**src/rtl/mem_port_arbiter_pkg.sv**
```systemverilog
// ============================================================================
// mem_port_arbiter_pkg : shared FSM encodings, requester indices, mem_func codes
// Revision: 1.0
// ============================================================================
`default_nettype none

package mem_port_arbiter_pkg;

    localparam int         c_ST_W        = 2;
    localparam logic [1:0] c_ARB_IDLE    = 2'd0;
    localparam logic [1:0] c_ARB_ISSUE   = 2'd1;
    localparam logic [1:0] c_ARB_WAIT    = 2'd2;
    localparam logic [1:0] c_ARB_DONE    = 2'd3;

    localparam int c_REQ_TRAVERSAL = 0;
    localparam int c_REQ_EXECUTE   = 1;
    localparam int c_REQ_OPER      = 2;

    // Code 0 is the idle/no-op function driven whenever no op is being issued
    localparam logic [1:0] c_MEM_NOP          = 2'b00;
    localparam logic [1:0] c_MEM_GET_CONTENTS = 2'b01;
    localparam logic [1:0] c_MEM_SET_CONTENTS = 2'b10;
    localparam logic [1:0] c_MEM_GET_PAIR     = 2'b11;

    function automatic int idx_width(input int n);
        return (n > 1) ? $clog2(n) : 1;
    endfunction

    function automatic int wrap_add(input int a, input int b, input int n);
        int s;
        s = a + b;
        return (s >= n) ? (s - n) : s;
    endfunction

endpackage

`default_nettype wire

```
**src/rtl/mem_port_arbiter_rr_priority_pick.sv**
```systemverilog
// ============================================================================
// mem_port_arbiter_rr_priority_pick : circular first-one finder starting at i_ptr
// Revision: 1.0
// ============================================================================
`default_nettype none

module mem_port_arbiter_rr_priority_pick
    import mem_port_arbiter_pkg::*;
#(
    parameter int NUM_REQ = 4,
    parameter int IDX_W   = 2
) (
    input  logic [NUM_REQ-1:0] i_req,
    input  logic [IDX_W-1:0]   i_ptr,
    output logic [NUM_REQ-1:0] o_grant,
    output logic [IDX_W-1:0]   o_idx,
    output logic               o_any
);

    always_comb begin
        o_grant = '0;
        o_idx   = '0;
        o_any   = 1'b0;
        for (int k = 0; k < NUM_REQ; k++) begin
            if (!o_any && i_req[wrap_add(int'(i_ptr), k, NUM_REQ)]) begin
                o_any = 1'b1;
                o_grant[wrap_add(int'(i_ptr), k, NUM_REQ)] = 1'b1;
                o_idx = IDX_W'(wrap_add(int'(i_ptr), k, NUM_REQ));
            end
        end
    end

endmodule

`default_nettype wire

```
**src/rtl/mem_port_arbiter.sv**
```systemverilog
// ============================================================================
// mem_port_arbiter : round-robin owner of the single memory_unit port, with
//                    locked multi-op sequences and a stuck-memory watchdog.
// Revision: 1.0
// ============================================================================
`default_nettype none

module mem_port_arbiter
    import mem_port_arbiter_pkg::*;
#(
    parameter int NUM_REQ = 4,
    parameter int ADDR_W  = 16,
    parameter int DATA_W  = 32,
    parameter int TIMEOUT = 1024
) (
    input  logic                      clk,
    input  logic                      rst,
    input  logic [NUM_REQ-1:0]        req_valid,
    input  logic [NUM_REQ-1:0]        req_lock,
    input  logic [2*NUM_REQ-1:0]      req_func,
    input  logic [ADDR_W*NUM_REQ-1:0] req_addr1,
    input  logic [ADDR_W*NUM_REQ-1:0] req_addr2,
    input  logic [DATA_W*NUM_REQ-1:0] req_wdata,
    output logic [NUM_REQ-1:0]        req_done,
    output logic [DATA_W-1:0]         rdata1,
    output logic [DATA_W-1:0]         rdata2,
    output logic [NUM_REQ-1:0]        grant,
    output logic                      mem_execute,
    output logic [1:0]                mem_func,
    output logic [ADDR_W-1:0]         address1,
    output logic [ADDR_W-1:0]         address2,
    output logic [DATA_W-1:0]         write_data,
    input  logic                      mem_ready,
    input  logic [DATA_W-1:0]         read_data1,
    input  logic [DATA_W-1:0]         read_data2,
    output logic                      timeout_err
);

    localparam int c_IDX_W = idx_width(NUM_REQ);
    localparam int c_CNT_W = (TIMEOUT > 1) ? $clog2(TIMEOUT) : 1;
    localparam logic [c_CNT_W-1:0] c_TMO_LAST = c_CNT_W'((TIMEOUT > 0) ? TIMEOUT - 1 : 0);
    localparam logic [c_IDX_W-1:0] c_LAST_IDX = c_IDX_W'(NUM_REQ - 1);

    logic [c_ST_W-1:0]  r_state;
    logic [c_ST_W-1:0]  w_state_nxt;
    logic [NUM_REQ-1:0] r_grant;
    logic [c_IDX_W-1:0] r_owner;
    logic [c_IDX_W-1:0] r_rr_ptr;
    logic               r_locked;
    logic               r_aborted;
    logic [c_CNT_W-1:0] r_cnt;
    logic               r_mem_execute;
    logic [1:0]         r_mem_func;
    logic [ADDR_W-1:0]  r_address1;
    logic [ADDR_W-1:0]  r_address2;
    logic [DATA_W-1:0]  r_write_data;
    logic [DATA_W-1:0]  r_rdata1;
    logic [DATA_W-1:0]  r_rdata2;
    logic               r_timeout_err;

    logic [NUM_REQ-1:0] w_pick_grant;
    logic [c_IDX_W-1:0] w_pick_idx;
    logic               w_pick_any;
    logic               w_start;
    logic [c_IDX_W-1:0] w_sel_idx;
    logic               w_tmo;
    logic [NUM_REQ-1:0] w_req_done;

    mem_port_arbiter_rr_priority_pick #(
        .NUM_REQ (NUM_REQ),
        .IDX_W   (c_IDX_W)
    ) u_pick (
        .i_req   (req_valid),
        .i_ptr   (r_rr_ptr),
        .o_grant (w_pick_grant),
        .o_idx   (w_pick_idx),
        .o_any   (w_pick_any)
    );

    // A held lock bypasses arbitration: only the current owner may re-enter
    assign w_start   = r_locked ? req_valid[r_owner] : w_pick_any;
    assign w_sel_idx = r_locked ? r_owner : w_pick_idx;
    assign w_tmo     = (TIMEOUT != 0) && (r_cnt == c_TMO_LAST) && !mem_ready;

    always_ff @(posedge clk or posedge rst) begin
        if (rst) begin
            r_state <= c_ARB_IDLE;
        end else begin
            r_state <= w_state_nxt;
        end
    end

    always_comb begin
        w_state_nxt = r_state;
        case (r_state)
            c_ARB_IDLE:  if (w_start) w_state_nxt = c_ARB_ISSUE;
            c_ARB_ISSUE: w_state_nxt = c_ARB_WAIT;
            c_ARB_WAIT:  if (mem_ready || w_tmo) w_state_nxt = c_ARB_DONE;
            c_ARB_DONE:  w_state_nxt = c_ARB_IDLE;
            default:     w_state_nxt = c_ARB_IDLE;
        endcase
    end

    always_comb begin
        w_req_done = '0;
        if (r_state == c_ARB_DONE) begin
            w_req_done = r_grant;
        end
    end

    always_ff @(posedge clk or posedge rst) begin
        if (rst) begin
            r_grant       <= '0;
            r_owner       <= '0;
            r_rr_ptr      <= '0;
            r_locked      <= 1'b0;
            r_aborted     <= 1'b0;
            r_cnt         <= '0;
            r_mem_execute <= 1'b0;
            r_mem_func    <= c_MEM_NOP;
            r_address1    <= '0;
            r_address2    <= '0;
            r_write_data  <= '0;
            r_rdata1      <= '0;
            r_rdata2      <= '0;
            r_timeout_err <= 1'b0;
        end else begin
            r_mem_execute <= (r_state == c_ARB_ISSUE);
            case (r_state)
                c_ARB_IDLE: begin
                    if (w_start) begin
                        if (!r_locked) begin
                            r_grant <= w_pick_grant;
                            r_owner <= w_pick_idx;
                        end
                        r_mem_func   <= req_func[w_sel_idx*2 +: 2];
                        r_address1   <= req_addr1[w_sel_idx*ADDR_W +: ADDR_W];
                        r_address2   <= req_addr2[w_sel_idx*ADDR_W +: ADDR_W];
                        r_write_data <= req_wdata[w_sel_idx*DATA_W +: DATA_W];
                    end
                end
                c_ARB_ISSUE: begin
                    r_cnt     <= '0;
                    r_aborted <= 1'b0;
                end
                c_ARB_WAIT: begin
                    r_mem_func <= c_MEM_NOP;
                    if (mem_ready) begin
                        r_rdata1 <= read_data1;
                        r_rdata2 <= read_data2;
                    end else begin
                        r_cnt <= r_cnt + c_CNT_W'(1);
                        if (w_tmo) begin
                            r_timeout_err <= 1'b1;
                            r_aborted     <= 1'b1;
                        end
                    end
                end
                c_ARB_DONE: begin
                    // An aborted op never keeps the port, so a stuck owner cannot starve others
                    if (req_lock[r_owner] && !r_aborted) begin
                        r_locked <= 1'b1;
                    end else begin
                        r_locked <= 1'b0;
                        r_grant  <= '0;
                        r_rr_ptr <= (r_owner == c_LAST_IDX) ? '0 : r_owner + c_IDX_W'(1);
                    end
                end
                default: ;
            endcase
        end
    end

    assign req_done    = w_req_done;
    assign grant       = r_grant;
    assign mem_execute = r_mem_execute;
    assign mem_func    = r_mem_func;
    assign address1    = r_address1;
    assign address2    = r_address2;
    assign write_data  = r_write_data;
    assign rdata1      = r_rdata1;
    assign rdata2      = r_rdata2;
    assign timeout_err = r_timeout_err;

endmodule

`default_nettype wire

```
**config.mk**
```make
export PLATFORM = sky130hd
export DESIGN_NAME = mem_port_arbiter
export DESIGN_NICKNAME = d
export VERILOG_FILES = /design/src/rtl/mem_port_arbiter_pkg.sv /design/src/rtl/mem_port_arbiter_rr_priority_pick.sv /design/src/rtl/mem_port_arbiter.sv
export SDC_FILE = /design/constraint.sdc
export NUM_CORES = 1
export LEC_CHECK = 0
export BUFFER_PORTS_ARGS = -buffer_cell sky130_fd_sc_hd__buf_2
export CAP_MARGIN = 10
export CORE_AREA = 2 2 186 188
export DETAILED_ROUTE_END_ITERATION = 10
export DIE_AREA = 0 0 188 190
export PLACE_DENSITY = 0.61
export SYNTH_ARGS = -nofsm -noshare
export SYNTH_HDL_FRONTEND = slang
export SYNTH_SLANG_ARGS = --single-unit
```
**constraint.sdc**
```tcl
create_clock -name clk -period 5.24 [get_ports clk]
set_clock_uncertainty 0.05 [all_clocks]
set_input_delay 0.786 -clock clk [delete_from_list [all_inputs] [get_ports clk]]
set_output_delay 0.786 -clock clk [all_outputs]
set_load 0.01 [all_outputs]
```
==> results.yml <==
run_status:
  status: "finished clean"
pwr:
  p_sw_frac: 0.414
  p_total_mw: 7.49
  p_switching_mw: 3.10
  pwr-share-comb: 0.549
  power.internal_mw: 4.39
  p_leak_nw: 6.02
  seq_power_share: 0.280
  cellPowerDensity_mw_per_mm2: 632
  power_frac_clock: 0.171
  peakVddDrop_v: 0.000295
grt:
  antenna_found_initial: 3
  grt_max_degree: 75
  grt_first_pass_wirelength_um: 42500
  grt_use_total: 0.155
  grt_pass1_vias: 7659
  grt_overflow: 0
cts:
  htree_levels: 4
  clkLatencyLatePin_ns: 0.44
  clockBufferDepth: 2
  cts_buffers: 17
  cts_hold_buf: 0
  clock-sinks: 154
  cts_resized: 0
  cts_root_buffer: "clkbuf_16"
  clkTransAtPathRegs_ns: 0.07
  post-cts-setup-buffer-count: 0
  cts_tree: "built"
placed_design:
  gp_congestion: 0.858
  post-dp-hpwl_um: 21600
  port-buffer-count: 478
routing:
  drc_errors: 0
  dr_total_vias: 7503
  drtIter0Drc: 337
  final_antenna_net_count: 0
  wirelength_um: 28300
  wire_per_inst_um: 17.5
  dr.pass1.iters: 5
  via_per_inst: 4.63
setup_path:
  crit_type: "flip-flop to flip-flop"
  worstSetupEndpointType: "flip-flop"
  arrival_ns: 4.54
  critPathLaunchType: "flip-flop"
  rrSetupSlack_ns: 0.96
  required_ns: 5.50
  r2r_start: "r_rr_ptr[0]"
  critPathLaunch: "r_rr_ptr[0]"
  crit_fanout: 45
finish:
  area_growth_pct: 39.1
  drive_above_1_share: 0.562
  post-route-util: 0.349
  fill_cells: 3395
  nets: 1499
sta:
  tightestPinTransition_ns: 1.13
  fin_setup_tns_ns: 0
  min_period_ns: 4.28
  finalSetupViolations: 0
  rsz0062_at_grt: "false"
  timing.slew.headroom: 0.242
  finalMaxSlewViolations: 0
  finalHoldViolations: 0
  fmax_ghz: 0.234
  finalCritPeriodShare: 0.816
yosys:
  synth_nets: 1035
  synth_area_mm2: 0.00852
  ys_ff_latch: 154
  netlist_instances: 686
  synth_edf_count: 0
  synth_ff_type: "dfrtp_1"
  yosys.area.top_type_share: 0.452
  synth.area.top_cells: "dfrtp_1 (45%), mux2i_1 (16%), mux2_2 (9.1%), o221ai_2 (7.1%), nand2_1 (3.7%)"
  synth_top_area_cell: "dfrtp_1"
  synth_commonest_cells: "dfrtp_1 (154), mux2i_1 (133), nand2_1 (84), mux2_2 (69), o221ai_2 (40)"
  post-synth-top-count-cell: "dfrtp_1"
  syn_avg_cell_area_um2: 12.4
  yosysUniqueCellTypes: 56
  synthArstFlopShare: 1.00
  ys_seq_area_frac: 0.452
  yosys_warnings: 0
floorplan:
  initial_core_util: 0.251
  die_w_um: 188
  die_area_mm2: 0.0357
  die_h_um: 190
  core_mm2: 0.0339
  io_pins: 479
  fp-row-count: 68
job:
  max-cap-violations: 0
worst_hold_path:
  hp-class: "input port to async pin"
[power groups by stage]
stage                     clock network (mW)  registers (mW)  logic [mW]
after global placement                     0            2.10        4.09
after detailed placement                   0            2.11        4.17
after global routing                    1.37            2.17        4.44
after CTS                               1.33            2.10        4.17
after floorplan                            0            2.30        2.91
final                                   1.28            2.10        4.11
[critical path: stages (launching register included)]
cell      delay (ns)
dfrtp_1         0.69
inv_1           0.21
ha_1            0.52
mux4_2          0.64
nor4b_4         0.48
o221a_4         0.67
buf_12          0.38
mux2i_1         0.28
o221ai_2        0.12
[path summary, 6_finish.rpt]
kind,depth (start not counted),end
setup / recovery,8,write_data[5]
hold / removal,2,r_cnt[2]
setup reg to reg,8,write_data[5]
hold reg to reg,1,timeout_err
max in group asynchronous,3,rdata2[31]
min in group clk,1,timeout_err
[layout make-up]
type	count	area, um^2	area share
tap	455	569	0.0481
inverter	9	38.8	0.00327
antenna	2	5.00	0.000423
multi-input combinational	473	4220	0.357
clock inverter	11	135	0.0114
clock buffer	21	460	0.0389
timing repair buffer	495	2560	0.216
sequential	154	3850	0.325
[state kept, by name (all words and copies together) (netlist names), 2 cells and up]
name	flops
r_rr_ptr	2
address2	16
grant	4
rdata2	32
address1	16
r_owner	2
mem_func	2
rdata1	32
r_cnt	10
r_state	2
write_data	32
[cell usage in the layout (no fill, tap or decap), types with 3 or more instances in the layout]
cell type	instances
a221oi_1	4
a22oi_1	4
and2_1	4
buf_12	3
buf_2	478
buf_4	14
clkbuf_16	17
dfrtp_1	154
ha_1	10
inv_1	7
inv_6	4
mux2_2	69
mux2i_1	133
mux4_2	6
nand2_1	82
nand2_2	3
nand2b_1	3
nand3_1	12
nand4_1	5
nor2_1	13
o211ai_1	5
o21ai_0	19
o221ai_1	24
o221ai_2	40
[through the flow]
step	std cells	hold WS (ns)	instance area (um^2)	setup WS [ns]
after floorplan	686	0.399	8520	0.254
after global placement	1586	0.405	11200	1.10
after detailed placement	1586	0.406	11200	0.943
after CTS	1618	0.422	11800	0.934
after global routing	1620	0.446	11800	0.657
final	1620	0.420	11800	0.963
[cells by family after synthesis]
logic type / after synthesis / synth area share
multiplexers: 208 / 0.263
AO/OA/AOI/OAI: 115 / 0.139
XOR/XNOR: 1 / 0.00103
AND/OR/NAND/NOR: 139 / 0.0755
buffers and inverters: 59 / 0.0541
flip-flops: 154 / 0.452
adder cells (fa/ha/maj): 10 / 0.0147
[layer usage]
layer / vias to the layer above / GRT usage / wire length (um)
li1: 3510 / - / -
met1: 3558 / 0.181 / 11400
met2: 377 / 0.257 / 13500
met3: 58 / 0.0432 / 2130
met4: 0 / 0.0833 / 1240
met5: - / 0 / 0
Power figures use the tool's default switching activity.
